[src/rtl/clock_pkg.sv]
// Shared widths, limits, source indices and alarm state type for the clock scheduler.
// Used by clock_time_scheduler and alarm_fsm.
package clock_pkg;

    localparam int SEC_W = 6;
    localparam int MIN_W = 6;
    localparam int HRS_W = 4;

    localparam logic [SEC_W-1:0] SEC_MAX = SEC_W'(59);
    localparam logic [MIN_W-1:0] MIN_MAX = MIN_W'(59);
    localparam logic [HRS_W-1:0] HRS_MAX = HRS_W'(11);

    // Request sources; a lower index means a higher service priority.
    localparam int N_SRC    = 6;
    localparam int SRC_TICK = 0;
    localparam int SRC_SEC  = 1;
    localparam int SRC_MIN  = 2;
    localparam int SRC_HRS  = 3;
    localparam int SRC_AL   = 4;
    localparam int SRC_TOG  = 5;

    typedef enum logic [1:0] {
        OFF     = 2'd0,
        ARMED   = 2'd1,
        RINGING = 2'd2
    } alarm_state_t;

    function automatic logic [SEC_W-1:0] inc_mod60(input logic [SEC_W-1:0] v);
        return (v == SEC_MAX) ? '0 : v + SEC_W'(1);
    endfunction

    function automatic logic [HRS_W-1:0] inc_mod12(input logic [HRS_W-1:0] v);
        return (v == HRS_MAX) ? '0 : v + HRS_W'(1);
    endfunction

endpackage

[src/rtl/alarm_fsm.sv]
// Alarm OFF/ARMED/RINGING state machine. With ALARM_TIMEOUT_EN defined, a ring
// counter returns RINGING to ARMED after RING_SECS serviced ticks.
import clock_pkg::*;

module alarm_fsm #(
    parameter int RING_SECS = 60
) (
    input  logic         clk,
    input  logic         reset,
    input  logic         toggle_srv,
    input  logic         tick_srv,
    input  logic         match,
    output alarm_state_t state,
    output logic         al_on,
    output logic         alarm
);

    alarm_state_t state_nx;

`ifdef ALARM_TIMEOUT_EN
    logic [6:0] ring_cnt, ring_cnt_nx, ring_inc;

    assign ring_inc = ring_cnt + 7'd1;

    always_ff @(posedge clk) begin
        if (reset) begin
            state    <= OFF;
            ring_cnt <= '0;
        end else begin
            state    <= state_nx;
            ring_cnt <= ring_cnt_nx;
        end
    end
`else
    // No ring counter in this build; the parameter only keeps the interface uniform.
    logic unused_ring_secs;
    assign unused_ring_secs = (RING_SECS != 0);

    always_ff @(posedge clk) begin
        // NOTE: state registers use non-blocking assignment so every flop samples pre-edge values.
        if (reset) state <= OFF;
        else       state <= state_nx;
    end
`endif

    always_comb begin
        // NOTE: every comb output gets a default first, so no path leaves it unassigned (no latch).
        state_nx = state;
`ifdef ALARM_TIMEOUT_EN
        ring_cnt_nx = ring_cnt;
`endif
        case (state)
            OFF: begin
                if (toggle_srv) state_nx = ARMED;
            end
            ARMED: begin
                if (toggle_srv) begin
                    state_nx = OFF;
                end else if (match) begin
                    state_nx = RINGING;
`ifdef ALARM_TIMEOUT_EN
                    ring_cnt_nx = '0;
`endif
                end
            end
            RINGING: begin
                if (toggle_srv) begin
                    state_nx = OFF;
                end
`ifdef ALARM_TIMEOUT_EN
                else if (tick_srv) begin
                    if (ring_inc == 7'(RING_SECS)) begin
                        state_nx    = ARMED;
                        ring_cnt_nx = '0;
                    end else begin
                        ring_cnt_nx = ring_inc;
                    end
                end
`endif
            end
            default: state_nx = OFF;
        endcase
    end

    assign al_on = (state == ARMED) || (state == RINGING);
    assign alarm = (state == RINGING);

`ifndef ALARM_TIMEOUT_EN
    logic unused_tick;
    assign unused_tick = tick_srv;
`endif

endmodule

[src/rtl/clock_time_scheduler.sv]
// Time/alarm register owner: captures tick and button pulses as sticky requests and
// services one per cycle by fixed priority. Optional ALARM_TIMEOUT_EN enables ring auto-stop.
import clock_pkg::*;

module clock_time_scheduler #(
    parameter int RING_SECS = 60,
    parameter int AL_STEP   = 10
) (
    input  logic             clk,
    input  logic             reset,
    input  logic             tick_1hz,
    input  logic             sec_adj,
    input  logic             min_adj,
    input  logic             hrs_adj,
    input  logic             al_adj,
    input  logic             al_toggle,
    output logic [SEC_W-1:0] seconds,
    output logic [MIN_W-1:0] minutes,
    output logic [HRS_W-1:0] hours,
    output logic [MIN_W-1:0] al_minutes,
    output logic [HRS_W-1:0] al_hours,
    output logic             al_on,
    output logic             alarm,
    output logic             busy,
    output logic             dropped
);

    logic [N_SRC-1:0] req, pending, pending_nx, grant;
    logic [SEC_W-1:0] sec_nx;
    logic [MIN_W-1:0] min_nx, al_min_nx;
    logic [HRS_W-1:0] hrs_nx, al_hrs_nx;
    logic [MIN_W:0]   al_sum;
    logic             match;
    alarm_state_t     al_state;

    assign req = {al_toggle, al_adj, hrs_adj, min_adj, sec_adj, tick_1hz};

    // Isolate the lowest set bit: bit 0 (tick) has the highest priority.
    assign grant      = pending & (~pending + N_SRC'(1));
    assign pending_nx = (pending & ~grant) | req;
    assign busy       = |pending;
    assign al_sum     = {1'b0, al_minutes} + (MIN_W+1)'(AL_STEP);

    always_comb begin
        sec_nx    = seconds;
        min_nx    = minutes;
        hrs_nx    = hours;
        al_min_nx = al_minutes;
        al_hrs_nx = al_hours;
        if (grant[SRC_TICK]) begin
            sec_nx = inc_mod60(seconds);
            if (seconds == SEC_MAX) begin
                min_nx = inc_mod60(minutes);
                if (minutes == MIN_MAX) hrs_nx = inc_mod12(hours);
            end
        end else if (grant[SRC_SEC]) begin
            sec_nx = inc_mod60(seconds);
        end else if (grant[SRC_MIN]) begin
            min_nx = inc_mod60(minutes);
        end else if (grant[SRC_HRS]) begin
            hrs_nx = inc_mod12(hours);
        end else if (grant[SRC_AL]) begin
            if (al_sum >= (MIN_W+1)'(60)) begin
                al_min_nx = MIN_W'(al_sum - (MIN_W+1)'(60));
                al_hrs_nx = inc_mod12(al_hours);
            end else begin
                al_min_nx = al_sum[MIN_W-1:0];
            end
        end
    end

    // Only a tick can ring the alarm; the alarm registers are stable during a tick service.
    assign match = grant[SRC_TICK] && (al_state == ARMED) && (sec_nx == '0)
                   && (min_nx == al_minutes) && (hrs_nx == al_hours);

    always_ff @(posedge clk) begin
        if (reset) begin
            pending    <= '0;
            dropped    <= 1'b0;
            seconds    <= '0;
            minutes    <= '0;
            hours      <= '0;
            al_minutes <= '0;
            al_hours   <= '0;
        end else begin
            pending    <= pending_nx;
            dropped    <= |(req & pending & ~grant);
            seconds    <= sec_nx;
            minutes    <= min_nx;
            hours      <= hrs_nx;
            al_minutes <= al_min_nx;
            al_hours   <= al_hrs_nx;
        end
    end

    alarm_fsm #(
        .RING_SECS (RING_SECS)
    ) u_alarm_fsm (
        .clk        (clk),
        .reset      (reset),
        .toggle_srv (grant[SRC_TOG]),
        .tick_srv   (grant[SRC_TICK]),
        .match      (match),
        .state      (al_state),
        .al_on      (al_on),
        .alarm      (alarm)
    );

endmodule

[config.mk]
export PLATFORM = sky130hd
export DESIGN_NAME = clock_time_scheduler
export DESIGN_NICKNAME = d
export VERILOG_FILES = /design/src/rtl/clock_pkg.sv /design/src/rtl/alarm_fsm.sv /design/src/rtl/clock_time_scheduler.sv
export SDC_FILE = /design/constraint.sdc
export NUM_CORES = 1
export LEC_CHECK = 0
export ABC_CLOCK_PERIOD_IN_PS = 2700
export CAP_MARGIN = 15
export CORE_MARGIN = 3
export CORE_UTILIZATION = 50
export CTS_BUF_LIST = sky130_fd_sc_hd__clkbuf_2
export DETAILED_ROUTE_END_ITERATION = 12
export HOLD_SLACK_MARGIN = 0.05
export PLACE_DENSITY = 0.76
export SLEW_MARGIN = 20
export SYNTH_ARGS = -nofsm -noshare
export SYNTH_HDL_FRONTEND = slang
export SYNTH_SLANG_ARGS = --single-unit
[constraint.sdc]
create_clock -name clk -period 2.7 [get_ports clk]
set_clock_uncertainty 0.15 [all_clocks]
set_input_delay 0.27 -clock clk [delete_from_list [all_inputs] [get_ports clk]]
set_output_delay 0.27 -clock clk [all_outputs]
set_load 0.03 [all_outputs]
==> impl_results.md <==
- Port bufs: 36
- DR pass1 iterations: 4
- Mapped Cells: 276
- Pleak: 0.998 nW
- Slew Limit Headroom: 53.9%
- Leading area contributor after synthesis: dfxtp_1
- Area grow syn2layout: 26.9%
- Async SR Flop Fraction: 0%
- Detailed-route via count: 2108
- Maximum vdd drop: 0.485 mV
- Yosys top cell area share: 31.2%
- Starting density of the core: 53.1%
- Clk sinks: 34
- Die H: 72.1 um
- Clock Latency Late Sink: 370 ps
- Placed Cells: 364
- CTS Root Cell: clkbuf_2
- Initial DRC Count: 151
- Post-synth EDFFs: 0
- Clk pin slew, worst setup/hold paths: 180 ps
- Status: finished, final reports clean
- Diodes inserted: 0
- FILL cells: 375
- WP data required: 2850 ps
- ANT nets after route: 0
- Register area share after synthesis: 31.2%
- TritonCTS clock tree: done
- Top cells by count, synth: nor2_1, dfxtp_1, a21oi_1, nand2_1, inv_1
- H-tree depth: 2
- Max-cap violations: 0
- Final hold viol count: 0
- GRT Util Overall: 21.3%
- Synth cell types: 56
- Worst-margin pin slew: 689 ps
- Initial antenna violation count: 0
- Final setup violation count: 0
- Final worst-path cycle share: 99.0%
- Avg Cell Area, Syn: 7.91 sq um
- Synth area leaders: dfxtp_1, nor2_1, a21oi_1
- GRT overflow: 0
- Critical Path AT: 2820 ps
- DR WL/cell: 14.2 um
- Core area: 4120 sq um
- Nets: 342
- Max Slew Vio Count: 0
- Die Wd: 72.1 um
- Critical path class: flop to flop
- Critical-path maximum fanout: 6
- Largest net degree at the start of global routing: 19
- RD Place Congestion: 0.838
- Critical Path Start Type: flop
- Mapped Area: 2180 sq um
- CTS buffer count: 5
- Post-DP HPWL: 4.00 mm
- Vias in the first global route: 1984
- Crit path cell chain: or4_4, o32ai_4, o2111ai_2, a2111oi_4, o21ai_1, nor4_1, a31oi_1, a211oi_2
- Layout cells sized above 1: 13.6%
- Setup crit end kind: flop
- PwrDens: 475 nW/um^2
- Count leader, synth: nor2_1
- Top FF cell, synth: dfxtp_1
- CP max stage cell: or4_4
- Finished Layout Cells: 374
- Ys Warns: 0
- HP Class: input pin to flop
- Clock buffer depth: 2
- Pre-CTS WS: 49.2 ps
- Final min period: 2670 ps
- Cell Rows: 23
- Syn_nets: 294
- Hold Buf Count CTS: 0
- DRC Markers: 0
- Fmax: 374 MHz
- RSZ-0062 raised after global routing: yes
- Number of synthesized register bits: 34
- Setup WS post-layout: 26.5 ps
- First-pass GRT wire length: 9.00 mm
- Critical path's largest stage delay: 580 ps
- Final WL: 5.31 mm
- Hold Worst Slack: 272 ps
- Ports: 38
- Die area: 5200 sq um
- Number of vias per cell: 5.64
flip-flops by register name, indices dropped and copies added (netlist names):
name and flops:
pending 6, dropped 1, u_alarm_fsm.state 2, al_hours 4, al_minutes 5, seconds 6, hours 4, minutes 6
cells by family after synthesis:
family | synth area share, %
AND/OR/NAND/NOR | 26.8
flip-flops | 31.2
adder cells (fa/ha/maj) | 5.73
multiplexers | 3.67
AO/OA/AOI/OAI | 22.8
buffers and inverters | 5.73
XOR/XNOR | 4.01
other | 0.172
critical path: cells and delay by family (launching register included):
family | cells | cell delay, ps
flops | 1 | 400
simple gates | 2 | 750
compound gates | 6 | 1310
path summary, 6_finish.rpt:
check                                    start                                 to  slack [ps]  cells after the start
max                      pending[1]$_SDFF_PP0_  u_alarm_fsm.state[1]$_SDFFE_PP0P_          30                      8
min                                   tick_1hz              pending[0]$_SDFF_PP0_         270                      2
max reg2reg              pending[1]$_SDFF_PP0_  u_alarm_fsm.state[1]$_SDFFE_PP0P_          30                      8
min reg2reg  u_alarm_fsm.state[0]$_SDFFE_PP0P_  u_alarm_fsm.state[0]$_SDFFE_PP0P_         370                      2
cell usage in the layout (no fill, tap or decap), drive strengths merged, types with 2 or more instances in the layout:
cell type	n
o211ai	2
nor3	8
nand4	2
clkbuf	6
a32oi	3
inv	15
mux2i	8
o31ai	2
buf	15
nand3b	2
nand2	24
nor4	4
nand3	4
nor2	39
xnor2	8
and3	2
nand2b	6
or3	5
o21a	3
xor2	2
a211o	2
nor2b	7
a211oi	3
dfxtp	34
o32ai	4
o21ai	14
or2	3
clkdlybuf4s50	35
ha	10
a21oi	25
nor3b	2
o22ai	3
a31oi	4
repair_timing:
action / 4_1_cts / 5_1_grt
resized for setup: 1 / 13
pin swaps: 0 / 3
endpoints found under the setup margin: 1 / 7
setup buffers: 0 / 3
metal layers:
layer / GRT usage, % / vias up / share of wire [%]
met5: 0 / - / 0
met4: 5.64 / 0 / 1.1
met3: 4.02 / 7 / 4.9
met2: 33.3 / 62 / 46
met1: 30.0 / 957 / 48
li1: - / 1082 / -
through the flow:
step                util, %  instance area (sq um)  TNS (ps)  power (W)
floorplan                 -                   2180         0   0.000852
global placement       64.0                   2640         0   0.000970
detailed placement     64.0                   2640         0   0.000974
CTS                    65.4                   2690         0    0.00130
global route           67.3                   2770     -86.2    0.00138
finish                 67.3                   2770         0    0.00132
cell type report:
class / count / area (sq um) / area share, %
Inverter: 15 / 56.3 / 2.03
Timing Repair Buffer: 52 / 477 / 17.2
Clock inverter: 2 / 33.8 / 1.22
Clock buffer: 5 / 25.0 / 0.903
Tap cell: 50 / 62.6 / 2.26
Multi-Input combinational cell: 216 / 1430 / 51.5
Sequential cell: 34 / 689 / 24.9
power by group:
group / leakage, nW / internal [W] / switching, W
Clock: 0.0365 / 0.000149 / 0.000171
Sequential: 0.279 / 0.000532 / 0.0000287
Combinational: 0.683 / 0.000192 / 0.000243
Note: power is estimated with default switching activity, not from simulation.
